$ cat src/rtl/spi_ram_master.sv
// spi_ram_master
//   SPI mode-0 master for 23LC-style serial SRAMs. Issues READ (0x03) or
//   WRITE (0x02), then ceil(ADDR_W/8) address bytes MSB first, then a burst
//   of len+1 data bytes. The RAM advances its own address in sequential mode,
//   so the master never increments the address.
//
// Ports
//   clk, rst_n    system clock, asynchronous active-low reset
//   start         request pulse, accepted in IDLE once cs_n has been high
//                 for at least CS_IDLE cycles
//   we, addr, len transaction type, start address, byte count minus 1
//                 (all latched at accept)
//   wdata         write byte, sampled in the cycle wdata_ready is high
//   wdata_ready   one-cycle pulse: wdata loaded into the shift register
//   rdata         last received byte, holds until the next one
//   rdata_valid   one-cycle pulse: rdata updated
//   busy          high from accept until done
//   done          one-cycle pulse, coincides with cs_n rising
//   cs_n, sck, mosi, miso   SPI pins (mode 0, MSB first)
//
// state    | meaning
// ---------+------------------------------------------------------------
// S_IDLE   | cs_n high, idle counter runs, waits for start
// S_CMD    | shifting the 8-bit command byte
// S_ADDR   | shifting AB address bytes, most significant first
// S_DATA   | shifting len+1 data bytes (write out or read in)
// S_FINISH | sck low for CLK_DIV cycles before cs_n is released

module spi_ram_master #(
   parameter int  ADDR_W    = 8,
   parameter int  MAX_BURST = 4,
   parameter int  CLK_DIV   = 2,
   parameter int  CS_IDLE   = 2,
   localparam int LEN_W     = (MAX_BURST > 1) ? $clog2(MAX_BURST) : 1
) (
   input  logic              clk,
   input  logic              rst_n,
   input  logic              start,
   input  logic              we,
   input  logic [ADDR_W-1:0] addr,
   input  logic [LEN_W-1:0]  len,
   input  logic [7:0]        wdata,
   output logic              wdata_ready,
   output logic [7:0]        rdata,
   output logic              rdata_valid,
   output logic              busy,
   output logic              done,
   output logic              cs_n,
   output logic              sck,
   output logic              mosi,
   input  logic              miso
);

   localparam int AB     = (ADDR_W + 7) / 8;
   localparam int APAD_W = AB * 8;
   localparam int ABC_W  = (AB > 1) ? $clog2(AB) : 1;
   localparam int CNT_W  = (LEN_W > ABC_W) ? LEN_W : ABC_W;
   localparam int DIV_W  = (CLK_DIV > 1) ? $clog2(CLK_DIV) : 1;
   localparam int IDL_W  = (CS_IDLE > 1) ? $clog2(CS_IDLE) : 1;

   localparam logic [DIV_W-1:0] DIV_LOAD  = DIV_W'(CLK_DIV - 1);
   localparam logic [CNT_W-1:0] AB_LAST   = CNT_W'(AB - 1);
   localparam logic [IDL_W-1:0] IDLE_LOAD = IDL_W'((CS_IDLE > 0) ? CS_IDLE - 1 : 0);
   localparam logic [7:0]       CMD_WRITE = 8'h02;
   localparam logic [7:0]       CMD_READ  = 8'h03;

   typedef enum logic [2:0] {
      S_IDLE,
      S_CMD,
      S_ADDR,
      S_DATA,
      S_FINISH
   } state_t;

   state_t state;
   state_t state_nxt;

   logic [7:0]        sr;
   logic [6:0]        rx;
   logic [APAD_W-1:0] addr_sr;
   logic [2:0]        bit_cnt;
   logic [CNT_W-1:0]  byte_cnt;
   logic [DIV_W-1:0]  div_cnt;
   logic [IDL_W-1:0]  idle_cnt;
   logic              we_r;
   logic [LEN_W-1:0]  len_r;

   logic shifting;
   logic tick;
   logic fall;
   logic byte_end;
   logic last_byte;
   logic idle_ok;
   logic accept;

   // tick marks the terminal count of the half-period timer; in the shifting
   // states it toggles sck, in FINISH it releases cs_n.
   assign shifting  = (state == S_CMD) || (state == S_ADDR) || (state == S_DATA);
   assign tick      = (div_cnt == '0);
   assign fall      = shifting && tick && sck;
   assign byte_end  = fall && (bit_cnt == 3'd0);
   assign last_byte = (byte_cnt == '0);
   assign idle_ok   = (idle_cnt == '0);
   assign accept    = (state == S_IDLE) && start && idle_ok;

   // cs_n is registered from the next state so it never glitches on the pin.
   always_ff @(posedge clk or negedge rst_n) begin
      if (!rst_n) begin
         state <= S_IDLE;
         cs_n  <= 1'b1;
      end else begin
         state <= state_nxt;
         cs_n  <= (state_nxt == S_IDLE);
      end
   end

   always_comb begin
      state_nxt = state;
      case (state)
         S_IDLE:   if (accept) state_nxt = S_CMD;
         S_CMD:    if (byte_end) state_nxt = S_ADDR;
         S_ADDR:   if (byte_end && last_byte) state_nxt = S_DATA;
         S_DATA:   if (byte_end && last_byte) state_nxt = S_FINISH;
         S_FINISH: if (tick) state_nxt = S_IDLE;
         default:  state_nxt = S_IDLE;
      endcase
   end

   // mosi comes straight from the shift register MSB; sr is cleared outside
   // of CMD/ADDR/write-DATA so the pin rests at 0.
   always_comb begin
      busy        = (state != S_IDLE);
      mosi        = sr[7];
      wdata_ready = 1'b0;
      if (we_r && byte_end) begin
         if ((state == S_ADDR) && last_byte)
            wdata_ready = 1'b1;
         if ((state == S_DATA) && !last_byte)
            wdata_ready = 1'b1;
      end
   end

   always_ff @(posedge clk or negedge rst_n) begin
      if (!rst_n) begin
         sck         <= 1'b0;
         sr          <= '0;
         rx          <= '0;
         addr_sr     <= '0;
         bit_cnt     <= '0;
         byte_cnt    <= '0;
         div_cnt     <= '0;
         idle_cnt    <= '0;
         we_r        <= 1'b0;
         len_r       <= '0;
         rdata       <= '0;
         rdata_valid <= 1'b0;
         done        <= 1'b0;
      end else begin
         rdata_valid <= 1'b0;
         done        <= 1'b0;
         case (state)
            S_IDLE: begin
               sck <= 1'b0;
               if (!idle_ok)
                  idle_cnt <= idle_cnt - IDL_W'(1);
               if (accept) begin
                  we_r    <= we;
                  len_r   <= len;
                  addr_sr <= APAD_W'(addr);
                  sr      <= we ? CMD_WRITE : CMD_READ;
                  bit_cnt <= 3'd7;
                  div_cnt <= DIV_LOAD;
               end
            end

            S_FINISH: begin
               if (tick) begin
                  done     <= 1'b1;
                  idle_cnt <= IDLE_LOAD;
               end else begin
                  div_cnt <= div_cnt - DIV_W'(1);
               end
            end

            default: begin
               if (!tick) begin
                  div_cnt <= div_cnt - DIV_W'(1);
               end else begin
                  div_cnt <= DIV_LOAD;
                  sck     <= ~sck;
                  if (!sck) begin
                     // rising edge: sample miso; the 8th sample of a read
                     // data byte completes rdata
                     rx <= {rx[5:0], miso};
                     if ((state == S_DATA) && !we_r && (bit_cnt == 3'd0)) begin
                        rdata       <= {rx, miso};
                        rdata_valid <= 1'b1;
                     end
                  end else if (bit_cnt != 3'd0) begin
                     bit_cnt <= bit_cnt - 3'd1;
                     sr      <= {sr[6:0], 1'b0};
                  end else begin
                     // falling edge closing a byte: load the next one
                     bit_cnt <= 3'd7;
                     case (state)
                        S_CMD: begin
                           sr       <= addr_sr[APAD_W-1 -: 8];
                           addr_sr  <= addr_sr << 8;
                           byte_cnt <= AB_LAST;
                        end
                        S_ADDR: begin
                           if (!last_byte) begin
                              sr       <= addr_sr[APAD_W-1 -: 8];
                              addr_sr  <= addr_sr << 8;
                              byte_cnt <= byte_cnt - CNT_W'(1);
                           end else begin
                              sr       <= we_r ? wdata : 8'h00;
                              byte_cnt <= CNT_W'(len_r);
                           end
                        end
                        default: begin
                           if (!last_byte) begin
                              sr       <= we_r ? wdata : 8'h00;
                              byte_cnt <= byte_cnt - CNT_W'(1);
                           end else begin
                              sr <= 8'h00;
                           end
                        end
                     endcase
                  end
               end
            end
         endcase
      end
   end

endmodule
$ cat config.mk
export PLATFORM = sky130hd
export DESIGN_NAME = spi_ram_master
export DESIGN_NICKNAME = d
export VERILOG_FILES = /design/src/rtl/spi_ram_master.sv
export SDC_FILE = /design/constraint.sdc
export NUM_CORES = 1
export LEC_CHECK = 0
export CAP_MARGIN = 5
export CORE_UTILIZATION = 35
export CTS_CLUSTER_SIZE = 10
export DETAILED_ROUTE_END_ITERATION = 8
export SYNTH_ARGS = -nofsm -noshare
export SYNTH_HDL_FRONTEND = slang
export SYNTH_SLANG_ARGS = --single-unit
$ cat constraint.sdc
create_clock -name clk -period 2.1 [get_ports clk]
set_input_delay 0.21 -clock clk [delete_from_list [all_inputs] [get_ports clk]]
set_output_delay 0.21 -clock clk [all_outputs]
set_load 0.05 [all_outputs]
======== After elaboration in Yosys (flattened, before gate mapping) ========
Index checks and enable logic that the tools add are counted.
operators by class
  add/subtract/negate cells ............... 4
  eq/ne operators ......................... 10
  muxes and demuxes ....................... 49
  bitwise logic cells ..................... 6
  reductions and logical operators ........ 33
operators with widths
  operator              number
  $mux W8               12
  $pmux W8 S2           4
  $mux W3               9
  $mux W1               16
  $pmux W3 S5           1
  $logic_and A1 B1 Y1   11
  $logic_not A3 Y1      3
  $reduce_bool A3 Y1    3
  $reduce_and A4 Y1     2
  $reduce_and A7 Y1     1
  $eq A3 B2 Y1 const B  2
  $ne A2 B2 Y1 const B  3
  $not A1 Y1            6
  $pmux W1 S2           3
  $pmux W3 S2           1
  $reduce_and A2 Y1     3
  $reduce_and A5 Y1     1
  $mux W2               2
  $pmux W2 S2           1
  $reduce_bool A2 Y1    2
  $eq A3 B1 Y1 const B  1
  $eq A3 B3 Y1 const B  1
  $ne A3 B1 Y1 const B  1
  $ne A3 B2 Y1 const B  1
  other kinds (9)       12
word-level totals
  bits in registers ....................... 48
  input port bits ......................... 23
  output and inout bits ................... 15

======== Logic depth before layout (Yosys ltp) ========
Gate-level depths: netlist of run 1.
  depth in word-level cells ............... 10
  gate-level depth with buffers ........... 9
  gate-level depth less buffers ........... 7

======== Worst setup path before layout of run 1 ========
Ideal clock, no wire load.
  path type ............................... reg-to-output
  start point ............................. reg sck
  end point ............................... out wdata_ready
  arrival time ............................ 2,030 ps
  setup slack ............................. -140 ps
  stages on the path, launching flop included .. 4
  cell sequence ........................... dfrtp_1 > inv_1 > or3_1 > nor2_1
on the way
  longest elaborated chain between the ends .. 4
RTL lines
  what                    line  source
  start, declared         49    output logic sck,
  start signal, assigned  190   sck <= ~sck;
  $logic_and A1 B1 Y1     100   assign fall = shifting && tick && sck;
  $logic_and A1 B1 Y1     101   assign byte_end = fall && (bit_cnt == 3'd0);
  $logic_and A1 B1 Y1     135   if (we_r && byte_end) begin
  $mux W1                 135
  end, declared           43    output logic wdata_ready,
No other way between the ends.

======== Final worst setup path of run 1 ========
  start point ............................. reg bit_cnt[0]
  end point ............................... out wdata_ready
on the way
  longest elaborated chain between the ends .. 4
RTL lines
  what                    line  source
  start, declared         81    logic [2:0] bit_cnt;
  start signal, assigned  200   bit_cnt <= bit_cnt - 3'd1;
  $logic_not A3 Y1        101
  $logic_and A1 B1 Y1     101
  $logic_and A1 B1 Y1     135
  $mux W1                 135
No other way between the ends.

==> results of run 1 <==
==> path summary, 6_finish.rpt <==
path,to,start,cells after the start
max in group asynchronous,cs_n$_DFF_PN1_,rst_n,3
hold / removal,rdata_valid$_DFF_PN0_,rst_n,2
min in group clk,addr_sr[3]$_DFFE_PN0P_,addr[3],3
setup reg to reg,sr[4]$_DFFE_PN0P_,byte_cnt[0]$_DFFE_PN0P_,7
setup / recovery,wdata_ready,bit_cnt[0]$_DFFE_PN0P_,6
hold reg to reg,idle_cnt$_DFFE_PN0P_,idle_cnt$_DFFE_PN0P_,1
==> worst max-delay path: stages, from the launching register on <==
cell	delay [ns]
sky130_fd_sc_hd__dfrtp_1	0.40
sky130_fd_sc_hd__inv_1	0.14
sky130_fd_sc_hd__ha_4	0.17
sky130_fd_sc_hd__nand2b_4	0.08
sky130_fd_sc_hd__or3_4	0.39
sky130_fd_sc_hd__nor2_4	0.15
sky130_fd_sc_hd__buf_12	0.15
==> synth_stat cells (all sizes together), types with 6 or more instances <==
cell / count
dfrtp: 47
nand2: 36
o21ai: 21
mux2: 17
inv: 16
nor2: 15
buf: 12
a22oi: 11
nor2b: 11
a21oi: 8
mux2i: 8
a211oi: 7
a31oi: 7
clkbuf: 7
and3: 6
nor3: 6
==> kinds of logic (layout without fill, tap and decap cells) <==
group / Yosys count / after routing / synth area share (%)
XOR/XNOR: 3 / 3 / 0.995
AND/OR/NAND/NOR: 90 / 90 / 17.4
multiplexers: 25 / 25 / 10.3
buffers and inverters: 35 / 74 / 5.78
adder cells (fa/ha/maj): 3 / 3 / 1.42
AO/OA/AOI/OAI: 72 / 72 / 18.6
flip-flops: 48 / 48 / 45.5
==> layout by cell type, fill, tap and decap left out, types with 6 or more instances in the layout <==
cell                              netlist  routed
sky130_fd_sc_hd__a31oi_1                7       7
sky130_fd_sc_hd__dfrtp_1               47      47
sky130_fd_sc_hd__a22oi_1               11      11
sky130_fd_sc_hd__buf_4                  3      12
sky130_fd_sc_hd__nor2b_1               11      11
sky130_fd_sc_hd__a211oi_1               7       7
sky130_fd_sc_hd__mux2_2                14      14
sky130_fd_sc_hd__inv_1                 16      16
sky130_fd_sc_hd__o21ai_0               17      17
sky130_fd_sc_hd__and3_1                 6       6
sky130_fd_sc_hd__mux2i_1                8       8
sky130_fd_sc_hd__nor2_1                12      11
sky130_fd_sc_hd__nand2_1               36      36
sky130_fd_sc_hd__a21oi_1                8       8
sky130_fd_sc_hd__clkdlybuf4s50_1        0      34
==> report_power, final <==
part / internal (mW) / switching, mW / total [mW]
combinational: 0.726 / 0.857 / 1.58
clock: 0.359 / 0.320 / 0.678
sequential: 1.21 / 0.246 / 1.46
==> layout make-up <==
class                      count  area (um^2)  share of cell area, %
clock buffer                   5         68.8                   2.08
clock inverter                 3         47.5                   1.44
timing repair buffer          50          485                   14.7
sequential                    48         1200                   36.3
inverter                      16         60.1                   1.81
multi-input combinational    193         1320                   39.9
tap                           99          124                   3.74
==> through the flow <==
stage	utilization (%)	worst slack, ns
finish	45.4	0.100
global route	45.4	-0.0000355
CTS	45.1	0.0203
detailed placement	43.2	0.0953
global placement	43.2	0.125
floorplan	-	0.0732
==> sequential cells by signal, summed over array words and instances, names as in the netlist <==
name and flops:
sck 1, bit_cnt 3, idle_cnt 1, rdata 8, len_r 2, cs_n 1
div_cnt 1, byte_cnt 2, rx 7, addr_sr 8, sr 8, we_r 1
done 1, rdata_valid 1, state 3
==> layer usage <==
layer  vias up  global-route usage (%)
met2        42                    24.1
met3         5                    2.80
met1      1014                    23.7
met4         0                    3.96
met5         -                       0
li1       1050                       -
==> repair_timing <==
action                                  CTS  global route
hold buffers                              1             0
resized for setup                         2             4
cloned                                    0             0
hold endpoints to repair                 23             0
pin swaps                                 0             0
endpoints found under the setup margin    1            15
==> flow_summary.toml, run 1 <==
[route]
wirelength_met1_um = 2960
drc = 0
number_of_detailed_route_iterations_in_the_first_pass = 4
drt_iter0_drc = 170
ant_nets = 0
via_count = 2111
dr_wl_met3_um = 165
met2_length_um = 2700
wl_per_cell_um = 14.2
top_layer = "met4"
wirelength_um = 5890
detail_route.vias_per_cell = 5.10

[sta]
final.setup_skew_ns = 0.00499
timing.setup.tns_ns = 0
fin_crit_ns = 2.00
finalSetupViolCount = 0
slew_worst_pin_ns = 0.551
post_route_clock_period_utilization_pct = 95.2
slew_viol_final = 0
worst_hold_slack_ns = 0.438
worst_slew_margin_relative_to_its_limit_pct = 63.3
maxClockFrequency_mhz = 500
finalHoldViolations = 0

[global_route]
grt_start_max_net_pins = 26
groute.usage.overall_pct = 16.0
grt.overflow.total = 0
antenna_violations_before_repair = 0
number_of_global_route_vias_before_repair = 1937
grt_pass1_wl_um = 9600

[worst_setup_path]
timing.critical_path.from_type = "flip-flop"
setup.reg_to_reg.worst_slack_ns = 0.15
crit_path_end_kind = "primary output"
worst_ep_arrival_time_ns = 1.79
crit_required_ns = 1.89
crit_fanout = 5
setup.worst_path.class = "reg -> out"

[floorplanning]
area_of_the_die_um2 = 7900
core-area_um2 = 7290
dieWidth_um = 88.9
io-pin-count = 38
die_h_um = 88.9
placement_rows = 31
initial_core_utilization_pct = 36.2

[yosys]
syn-num-nets = 302
ys_seq_area_share_pct = 45.5
synth-warning-count = 0
ys_dominant_reg_cell = "sky130_fd_sc_hd__dfrtp_1"
post_synth_inst_count = 276
ys_seq_elements = 48
synth-async-reset-ratio_pct = 100
synth_edf_count = 0
netlist_top_cells_area = "sky130_fd_sc_hd__dfrtp_1 (45%), sky130_fd_sc_hd__mux2_2 (6.0%), sky130_fd_sc_hd__nand2_1 (5.1%)"
synth_cell_type_count = 50
syn_area_per_cell_um2 = 9.57
synthDominantCellAreaShare_pct = 44.5
mappedNetlistArea_um2 = 2640
post-synth-top-area-cell = "sky130_fd_sc_hd__dfrtp_1"

[run]
cap_viol_max_count = 0

[layout]
antenna-diode-count = 0
layoutNonFillerInstCount = 414
layout_cells_sized_above_1_pct = 17.1
area_growth_syn_to_layout_pct = 25.3
post-route-cell-area_um2 = 3310
n_fill_cell = 728
nets = 340

[cts]
clock-sinks = 48
clk_transition_reported_paths_ns = 0.09
postCtsSetupRepairBufs = 0
root_buffer = "sky130_fd_sc_hd__clkbuf_8"
cts-root-to-sink-buffers = 2
clock_tree_from_tritoncts = "yes"
clkLatencyLatePin_ns = 0.30
cts_htree_levels = 2
cts_buf_count = 5

[power_and_ir_drop]
irDropWorstVdd_v = 0.000428
power_leakage_nw = 1.46
power_per_cell_area_nw_per_um2 = 1120
total_power_mw = 3.72

[run_status]
outcome = "complete, no violations"

[worst_hold_path]
worst_hold_path_type = "in -> async"

[placed_design]
hpwlAfterDp_um = 4240
globalplace.congestion = 0.807
port_buffers = 37
dpl_cell_area_um2 = 3150
numPlacedInstances = 405
(Power assumes the default switching activity.)
==> run 2: changes to the inputs <==
- CORE_ASPECT_RATIO: unset -> 2
==> flow_summary.toml, run 2 (synthesis results as in run 1) <==
[power_and_ir_drop]
combPwrFrac_pct = 41.7
pwr-share-clk_pct = 20.7
p_int_mw = 2.42
power_per_cell_area_nw_per_um2 = 1150
total_power_mw = 3.86
irDropWorstVdd_v = 0.000698
netSwitchingPower_mw = 1.45
sequentialPowerShare_pct = 37.6
power_leakage_nw = 1.50
swShare_pct = 37.4

[placed_design]
hpwlAfterDp_um = 4920
port_buffers = 37
globalplace.congestion = 0.899
dpl_cell_area_um2 = 3160

[sta]
post_route_clock_period_utilization_pct = 96.7
finalSetupViolCount = 0
slew_worst_pin_ns = 0.529
rsz_0062_raised_after_global_routing = "false"
final.setup_skew_ns = 0.00355
slew_viol_final = 0
worst_hold_slack_ns = 0.431
maxClockFrequency_mhz = 492
worst_slew_margin_relative_to_its_limit_pct = 64.8
timing.setup.tns_ns = 0
finalHoldViolations = 0
fin_crit_ns = 2.03

[run_status]
outcome = "complete, no violations"

[layout]
multi_input_area_um2 = 1310
mostFrequentLayoutCell = "sky130_fd_sc_hd__dfrtp_1"
final_cell_mix = "sky130_fd_sc_hd__dfrtp_1 (46), sky130_fd_sc_hd__nand2_1 (36), sky130_fd_sc_hd__clkdlybuf4s50_1 (34), sky130_fd_sc_hd__o21ai_0 (17), sky130_fd_sc_hd__inv_1 (16)"
seqCellArea_um2 = 1200
antenna-diode-count = 0
n_fill_cell = 760
area_growth_syn_to_layout_pct = 26.6
post-route-cell-area_um2 = 3340
nets = 343
layout.core_utilization_pct = 46.0
layout_cells_sized_above_1_pct = 17.9
largestRegisters = "addr_sr x8, rdata x8, sr x8"

[route]
wl_per_cell_um = 15.6
drc = 0
drt_iter0_drc = 82
ant_nets = 0
wirelength_um = 6410
detail_route.vias_per_cell = 5.24
number_of_detailed_route_iterations_in_the_first_pass = 4
via_count = 2149

[worst_setup_path]
timing.critical_path.from_type = "flip-flop"
crit_fanout = 16
crit_required_ns = 1.89
worst_ep_arrival_time_ns = 1.82
crit_path_end_kind = "primary output"
setup.worst_path.class = "reg -> out"

[global_route]
grt_start_max_net_pins = 29
grt.overflow.total = 0
antenna_violations_before_repair = 0
grt_pass1_wl_um = 10600
groute.usage.overall_pct = 17.2
number_of_global_route_vias_before_repair = 2283

[floorplanning]
area_of_the_die_um2 = 7920
dieWidth_um = 63.4
initial_core_utilization_pct = 36.3
io-pin-count = 38
core-area_um2 = 7270
die_h_um = 125
placement_rows = 44

[worst_hold_path]
worst_hold_path_type = "in -> async"

[cts]
clkLatencyLatePin_ns = 0.29
cts_buf_count = 5
cts_htree_levels = 2
clk_transition_reported_paths_ns = 0.06
root_buffer = "sky130_fd_sc_hd__clkbuf_16"
cts-root-to-sink-buffers = 2
clock-sinks = 48
clock_tree_from_tritoncts = "yes"

[run]
cap_viol_max_count = 0
==> run 2: changes by cell type in the layout (fill, tap and decap cells not counted), sizes merged <==
| cell | change |
|---|---|
| bufinv | -1 |
| clkbuf | +1 |
| buf | +3 |
==> run 2: final cells by class <==
| type | count | share of cell area (%) |
|---|---|---|
| inverter | 16 | 1.80 |
| tap | 92 | 3.44 |
| clock buffer | 6 | 4.15 |
| sequential | 48 | 36.0 |
| clock inverter | 2 | 0.299 |
| timing repair buffer | 53 | 15.2 |
| multi-input combinational | 193 | 39.1 |
==> run 2: worst paths after layout <==
path,from,to,slack (ns),cells past startpoint
max,state[1]$_DFF_PN0_,wdata_ready,0.07,6
min,rst_n,addr_sr[5]$_DFFE_PN0P_,0.43,2
max reg2reg,byte_cnt[0]$_DFFE_PN0P_,sr[0]$_DFFE_PN0P_,0.20,8
min reg2reg,idle_cnt$_DFFE_PN0P_,idle_cnt$_DFFE_PN0P_,0.48,1
max in group asynchronous,rst_n,cs_n$_DFF_PN1_,1.06,3
min in group clk,len[1],len_r[1]$_DFFE_PN0P_,0.47,3
==> run 2: repair_timing <==
item                                   in CTS  in global routing
buffers inserted                            0                  0
gates resized for setup                     3                  3
setup endpoints to repair                   1                  1
endpoints found under the hold margin      20                  0
hold buffers                                1                  0
==> run 2: routing by layer <==
layer	vias up	wire, um	GRT usage (%)
met1	1048	2460	17.8
met2	37	3610	32.2
met4	0	150	7.89
li1	1052	-	-
met3	12	189	3.11
met5	-	0	0
==> run 2: metrics by stage <==
step,instances,setup slack [ns]
after floorplan,276,0.0732
after global placement,401,0.120
after detailed placement,401,0.116
after CTS,410,0.0150
after global routing,410,0.0102
final,410,0.0687
==> run 2: power by group through the flow <==
stage | logic, mW | clock network [mW] | registers [mW]
floorplan | 1.12 | 0 | 1.45
detailed placement | 1.60 | 0 | 1.47
global placement | 1.57 | 0 | 1.46
CTS | 1.62 | 0.822 | 1.45
global route | 1.79 | 0.856 | 1.49
finish | 1.61 | 0.800 | 1.45
==> run 2: critical path: stages (launching register included) <==
cell and delay (ns):
sky130_fd_sc_hd__dfrtp_1 0.46, sky130_fd_sc_hd__buf_4 0.26, sky130_fd_sc_hd__nor2b_1 0.21, sky130_fd_sc_hd__buf_4 0.19
sky130_fd_sc_hd__nand3_1 0.13, sky130_fd_sc_hd__nor2_4 0.14, sky130_fd_sc_hd__buf_12 0.14
